==> src/rtl/fifo_rd_ctrl.sv <==
`default_nettype none
// +--------------------------------------------------------------------------+
// | Module      : fifo_rd_ctrl                                               |
// | Description : Read-side pointer and flag controller for an asynchronous  |
// |               FIFO. Keeps a binary read pointer, publishes it in Gray    |
// |               code to the write domain, and derives registered empty,    |
// |               almost-empty and occupancy from the synchronised Gray      |
// |               write pointer.                                             |
// | Option      : define FIFO_RD_UNDERFLOW_DETECT_EN to build the underflow   |
// |               pulse; otherwise r_underflow is tied to 0.                 |
// | Revision    : 1.0 - initial release                                      |
// +--------------------------------------------------------------------------+
// Ports
//   r_clk          in   read-domain clock (rising edge)
//   r_rst          in   synchronous active-high reset
//   r_inc          in   read request
//   rq2_w_ptr      in   Gray write pointer, already synchronised to r_clk
//   r_addr         out  memory read address
//   r_gray_ptr     out  registered Gray read pointer to the write domain
//   r_empty        out  registered empty flag
//   r_almost_empty out  registered (level <= AE_LEVEL) flag
//   r_level        out  registered occupancy seen from the read side
//   r_underflow    out  one-cycle pulse after a read rejected while empty

module fifo_rd_ctrl #(
   parameter int ADDR_WIDTH = 3,
   parameter int AE_LEVEL   = 1
) (
   input  logic                  r_clk,
   input  logic                  r_rst,
   input  logic                  r_inc,
   input  logic [ADDR_WIDTH:0]   rq2_w_ptr,
   output logic [ADDR_WIDTH-1:0] r_addr,
   output logic [ADDR_WIDTH:0]   r_gray_ptr,
   output logic                  r_empty,
   output logic                  r_almost_empty,
   output logic [ADDR_WIDTH:0]   r_level,
   output logic                  r_underflow
);

   // Threshold at pointer width; AE_LEVEL never exceeds 2^ADDR_WIDTH so it fits.
   localparam logic [ADDR_WIDTH:0] c_AE_LEVEL = (ADDR_WIDTH+1)'(AE_LEVEL);

   logic [ADDR_WIDTH:0] r_rbin;
   logic [ADDR_WIDTH:0] w_rbin_next;
   logic [ADDR_WIDTH:0] w_gray_next;
   logic [ADDR_WIDTH:0] w_wbin;
   logic [ADDR_WIDTH:0] w_level_next;
   logic                w_rd_en;

   // A read is only accepted while the FIFO is known to hold data.
   assign w_rd_en      = r_inc & ~r_empty;
   assign w_rbin_next  = r_rbin + {{ADDR_WIDTH{1'b0}}, w_rd_en};
   assign w_gray_next  = w_rbin_next ^ (w_rbin_next >> 1);

   // Gray to binary: each binary bit is the XOR of all Gray bits at or above it.
   for (genvar i = 0; i <= ADDR_WIDTH; i++) begin : g_gray2bin
      assign w_wbin[i] = ^rq2_w_ptr[ADDR_WIDTH:i];
   end

   // Flags use the post-read pointer so a read and a write landing in the
   // same cycle are both reflected on the next edge.
   assign w_level_next = w_wbin - w_rbin_next;

   assign r_addr = r_rbin[ADDR_WIDTH-1:0];

   always_ff @(posedge r_clk) begin
      if (r_rst) begin
         r_rbin         <= '0;
         r_gray_ptr     <= '0;
         r_level        <= '0;
         r_empty        <= 1'b1;
         r_almost_empty <= 1'b1;
      end else begin
         r_rbin         <= w_rbin_next;
         r_gray_ptr     <= w_gray_next;
         r_level        <= w_level_next;
         r_empty        <= (w_gray_next == rq2_w_ptr);
         r_almost_empty <= (w_level_next <= c_AE_LEVEL);
      end
   end

`ifdef FIFO_RD_UNDERFLOW_DETECT_EN
   always_ff @(posedge r_clk) begin
      if (r_rst) begin
         r_underflow <= 1'b0;
      end else begin
         r_underflow <= r_inc & r_empty;
      end
   end
`else
   assign r_underflow = 1'b0;
`endif

endmodule

`default_nettype wire

==> config.mk <==
export PLATFORM = sky130hd
export DESIGN_NAME = fifo_rd_ctrl
export DESIGN_NICKNAME = d
export VERILOG_FILES = /design/src/rtl/fifo_rd_ctrl.sv
export SDC_FILE = /design/constraint.sdc
export NUM_CORES = 1
export LEC_CHECK = 0
export CORE_MARGIN = 3
export CORE_UTILIZATION = 39
export DETAILED_ROUTE_END_ITERATION = 16
export PLACE_DENSITY = 0.72
export SETUP_SLACK_MARGIN = 0.02
export SKIP_CTS_REPAIR_TIMING = 1
export SYNTH_ARGS = -nofsm -noshare
export SYNTH_HDL_FRONTEND = slang
export SYNTH_SLANG_ARGS = --single-unit
==> constraint.sdc <==
create_clock -name r_clk -period 2.35 [get_ports r_clk]
set_input_delay 0.47 -clock r_clk [delete_from_list [all_inputs] [get_ports r_clk]]
set_output_delay 0.47 -clock r_clk [all_outputs]
set_load 0.02 [all_outputs]
==> metrics, run 1 <==
total CTS buffers=3; pre-CTS WS=-0.393 ns; Remaining Overflow, GRT=0; core area=0.00154 sq mm; Slew Viols, Final=0; Via density=4.57; Ys Warns=0; Finished Core Util=65.2%; most frequent cells in the layout=clkdlybuf4s50_1, dfxtp_1, buf_4; layout cells sized above 1=28.1%; vias in the first global route=448; met1 GRT Util=15.5%; cell taking the most area after synthesis=dfxtp_1; worst path required time=2.55 ns; Worst setup EP type=flop; endpoints failing hold=0; Hold WC Path Type=flop to flop; Initial Util=42.6%; met3 usage=3.45%; num rows=14; Die X=47.0 microns; First-pass DRT Iterations=3; Bufs on Longest Clock Path=2; PD cells=591 mW/mm^2; CP peak stage delay=0.46 ns; Post-Syn Area per Cell=9.95 sq um; gr usage total=12.7%; Finished Layout Cells=112; Final Skew=0.00191 ns; placed cells=108; slowest CP cell=clkdlybuf4s50_1; CP cell instances=clkdlybuf4s50_1 > nor2b_4 > ha_4 > ha_4 > xor2_1 > ha_2 > a211oi_2 > a21oi_2 > xor2_1 > o31ai_2; setup ws final=0.101 ns; clk sink count=13; final cycle utilization of the critical path=95.7%; CTS tree=yes; DRT Wirelength=1.20 mm; Setup violations, final=0; ANT cells=0; leading cell type in the layout, fill and taps excluded=clkdlybuf4s50_1; first-pass GRT wire length=1.81 mm; number of fill cells=122; Area Overhead vs Synth=53.0%; crit-path leading delay family=adder cells; Setup crit start kind=primary input; worst path arrival time=2.45 ns; H-tree depth=1; Detailed Route Iter0 Violations=7; vias=512; Buffers on Ports=19; critical path buffer and inverter count=1; Clock Pin Slew Worst Setup and Hold Paths=0.08 ns; initial antenna violation count=0; Seq. cell area=260 sq um; Netlist cell types=24; number of remaining DRC errors=0; WL/cell=10.7 microns; routability cong.=0.827; busiest layer in global routing=met2; CP max FO=2; sequential fraction of the synthesis area=39.6%; largest net degree at the start of global routing=11; Layout Nets=108; status=finished, final reports clean; maxcap violations=0; Clock Latency Late Sink=0.28 ns; Pleak=0.000410 uW; Post-Syn Nets=77; synth top area cells=dfxtp_1, xnor2_1, ha_1, xor2_1, nor2b_1; Synth Instances=66; Syn Std Cell Area=657 sq um; Max Fclk=445 MHz; met2 GRT Util=17.1%; WHS=0.611 ns; I/O pins=21; Die Y=47.0 microns; critical path class=primary input to flop; final instance area=0.00100 sq mm; clock period minus final worst setup slack=2.25 ns; die area=0.00221 sq mm; antenna violation net count after detailed routing=0; Yosys top cell area share=39.6%; Placed Area=920 sq um; maximum VDD drop=0.329 mV; reg2reg start=r_empty; Clock Root Buffer=clkbuf_4; Post-DP HPWL=894 microns; synthesized flop and latch total=13; worst hold start=r_gray_ptr[3]; CP startpoint=r_inc; area of the multi-input gates=420 sq um
layout make-up:
cell class	count	share of cell area [%]
timing repair buffer	29	26.9
sequential	13	25.9
inverter	2	0.747
multi-input combinational	48	41.8
tap	16	1.99
clock buffer	4	2.62
per-stage QoR:
stage / TNS, ns / power, uW
final: 0 / 593
after global routing: -0.00240 / 627
after CTS: -0.190 / 582
after detailed placement: -1.11 / 441
after global placement: -1.09 / 440
after floorplan: 0 / 362
tightest hold or removal path: cells and delay by family, from the launching register on:
kind | cells | cell delay [ns]
xor gates and xnor gates | 1 | 0.11
DFF | 1 | 0.38
and+or+nand+nor | 1 | 0.09
Yosys cell counts (all sizes together):
master / instances
mux2: 1
xnor2: 9
ha: 4
or2: 1
nor3: 1
dfxtp: 13
conb: 1
nand2: 2
xor2: 6
and3: 1
inv: 2
o31ai: 1
o21ai: 3
a21oi: 2
a211oi: 1
maj3: 1
and2: 2
nor2: 6
buf: 3
nand3: 1
nor2b: 5
flip-flops by register name, indices dropped and copies added (netlist names):
signal,count
r_rbin,3
r_almost_empty,1
r_gray_ptr,4
r_level,4
r_empty,1
path summary, 6_finish.rpt:
path | cells after the start | end | slack (ns)
max | 10 | r_almost_empty | 0.10
min | 2 | r_gray_ptr[3] | 0.61
max reg2reg | 9 | r_almost_empty | 0.43
min reg2reg | 2 | r_gray_ptr[3] | 0.61
logic make-up after synthesis:
logic type,count (synthesis),share of synthesized area [%]
xor gates and xnor gates,15,22.3
other,1,0.571
adders and majority gates,5,9.14
DFF,13,39.6
and+or+nand+nor,19,14.7
buffers and inverters,5,4.57
muxes,1,1.71
AOI/OAI and AO/OA,7,7.43
report_power, final:
| part | switching, uW | internal [uW] | total, uW |
|---|---|---|---|
| registers | 7.57 | 241 | 249 |
| clock network | 74.4 | 66.0 | 140 |
| logic | 95.8 | 109 | 204 |
| total | 178 | 416 | 593 |
routing by layer:
metal / vias up / wire length (microns)
met2: 13 / 553
met3: 4 / 53
li1: 270 / -
met1: 225 / 554
met5: - / 0
met4: 0 / 40
Power figures use the tool's default switching activity.
==> inputs of run 2 (changes only) <==
--- a/config.mk
+++ b/config.mk
@@ -8,6 +8,7 @@
 export CORE_MARGIN = 3
 export CORE_UTILIZATION = 39
 export DETAILED_ROUTE_END_ITERATION = 16
+export GPL_ROUTABILITY_DRIVEN = 0
 export PLACE_DENSITY = 0.72
 export SETUP_SLACK_MARGIN = 0.02
 export SKIP_CTS_REPAIR_TIMING = 1
==> results of run 2 <==
No change in the layout: final DEF, timing and power equal those of run 1.
==> inputs of run 3 (changes only) <==
--- a/config.mk
+++ b/config.mk
@@ -6,10 +6,11 @@
 export NUM_CORES = 1
 export LEC_CHECK = 0
 export CORE_MARGIN = 3
-export CORE_UTILIZATION = 39
+export CORE_UTILIZATION = 42
+export CTS_BUF_LIST = sky130_fd_sc_hd__clkbuf_4 sky130_fd_sc_hd__clkbuf_8
 export DETAILED_ROUTE_END_ITERATION = 16
 export GPL_ROUTABILITY_DRIVEN = 0
-export PLACE_DENSITY = 0.72
+export PLACE_DENSITY = 0.77
 export SETUP_SLACK_MARGIN = 0.02
 export SKIP_CTS_REPAIR_TIMING = 1
 export SYNTH_ARGS = -nofsm -noshare
==> run 3 against run 2 <==
  * Non-clock buffer count up 4
  * Design area increased by 6.4%
  * Count of clock-buffer cells in the layout did not move
  * Global-route usage rose by 2.9 points
  * Sequential share of layout area fell by 1.5 points
  * Critical path depth increased by 1
  * Via count grew 9.8%
  * Combinational power is 17% higher
  * Die area fell by 6.3%
  * Total power rose by 7.4%
==> metrics, run 3 (synthesis gave the netlist of run 1 again) <==
status=finished, final reports clean; Layout Nets=112; PD cells=597 mW/mm^2; Largest regs=r_gray_ptr (4), r_level (4), r_rbin (3); vias in the first global route=517; First-pass DRT Iterations=4; Pwr Total=637 uW; worst path required time=2.55 ns; total CTS buffers=3; initial antenna violation count=0; H-tree depth=1; Slew Viols, Final=0; Max Fclk=435 MHz; Die Y=45.5 microns; critical path buffer and inverter count=2; Buffers on Ports=19; worst path arrival time=2.50 ns; WHS=0.612 ns; final cycle utilization of the critical path=97.9%; endpoints failing hold=0; final instance area=0.00107 sq mm; Remaining Overflow, GRT=0; Die X=45.5 microns; Post-DP HPWL=1.02 mm; Pleak=0.000456 uW; placed cells=107; Setup crit start kind=primary input; CP peak stage delay=0.25 ns; area of the multi-input gates=447 sq um; Area Overhead vs Synth=62.7%; maximum VDD drop=0.381 mV; number of fill cells=90; num rows=13; most frequent cells in the layout=clkdlybuf4s50_1, buf_4, dfxtp_1; Via density=4.89; Worst setup EP type=flop; vias=562; CP max FO=2; leading cell type in the layout, fill and taps excluded=clkdlybuf4s50_1; Hold WC Path Type=flop to flop; Detailed Route Iter0 Violations=6; CP cell instances=dlymetal6s2s_1 > xor2_4 > xnor2_2 > xor2_1 > ha_2 > inv_1 > ha_2 > a211oi_2 > a21oi_2 > xor2_2 > o31ai_2; largest net degree at the start of global routing=11; clk sink count=13; Bufs on Longest Clock Path=2; gr usage total=15.6%; die area=0.00207 sq mm; first-pass GRT wire length=2.26 mm; critical path class=primary input to flop; Seq. cell area=260 sq um; number of remaining DRC errors=0; Clock Latency Late Sink=0.28 ns; Finished Layout Cells=115; Initial Util=47.5%; ANT cells=0; antenna violation net count after detailed routing=0; Setup violations, final=0; Clock Root Buffer=clkbuf_4; CTS tree=yes; DRT Wirelength=1.68 mm; core area=0.00138 sq mm; Clock Pin Slew Worst Setup and Hold Paths=0.08 ns; crit-path leading delay family=XOR/XNOR gates; I/O pins=21; Final Skew=0.00204 ns; crit-path most repeated cell=ha_2; slowest CP cell=o31ai_2; Placed Area=918 sq um; layout cells sized above 1=34.0%; maxcap violations=0; clock period minus final worst setup slack=2.30 ns; WL/cell=14.6 microns
-- run 3: cell types whose count changed in the layout (fill, tap and decap cells not counted), sizes merged --
cell | before | now
buf | 10 | 14
clkdlybuf4s50 | 17 | 15
dlymetal6s2s | 2 | 4
-- run 3: final timing paths --
path / startpoint / to / slack [ns] / cells after the start
max reg2reg: r_empty / r_almost_empty / 0.35 / 9
min: r_gray_ptr[3] / r_gray_ptr[3] / 0.61 / 2
min reg2reg: r_gray_ptr[3] / r_gray_ptr[3] / 0.61 / 2
max: rq2_w_ptr[3] / r_almost_empty / 0.05 / 11
-- run 3: layout make-up --
type	count	area share [%]
multi-input combinational	48	41.8
timing repair buffer	33	28.6
sequential	13	24.4
clock buffer	4	2.81
tap	15	1.76
inverter	2	0.703
-- run 3: routing by layer --
layer / global-route usage [%] / vias up / share of wire, %
li1: - / 274 / -
met1: 16.7 / 267 / 37
met4: 3.51 / 0 / 1.2
met3: 7.11 / 5 / 4.9
met5: 0 / - / 0
met2: 27.6 / 16 / 57
-- run 3: worst register-to-register path: cells and delay by family, from the launching register on --
kind | cells | cell delay, ns
flops | 1 | 0.39
compound gates | 3 | 0.54
xor+xnor | 2 | 0.33
simple gates | 1 | 0.06
fa+ha+maj | 3 | 0.60
-- run 3: stage by stage --
step / setup slack [ns] / utilization, % / TNS, ns
floorplan: 0.0945 / - / 0
global placement: -0.386 / 66.4 / -1.23
detailed placement: -0.476 / 66.4 / -1.52
CTS: -0.255 / 68.6 / -0.669
global route: -0.0218 / 77.3 / -0.0299
finish: 0.0486 / 77.3 / 0
-- run 3: power breakdown --
| group | switching [uW] | internal [uW] | leakage (uW) | total [uW] |
|---|---|---|---|---|
| logic | 114 | 124 | 0.000330 | 238 |
| clock network | 73.0 | 77.5 | 0.0000184 | 150 |
| registers | 7.61 | 241 | 0.000107 | 249 |
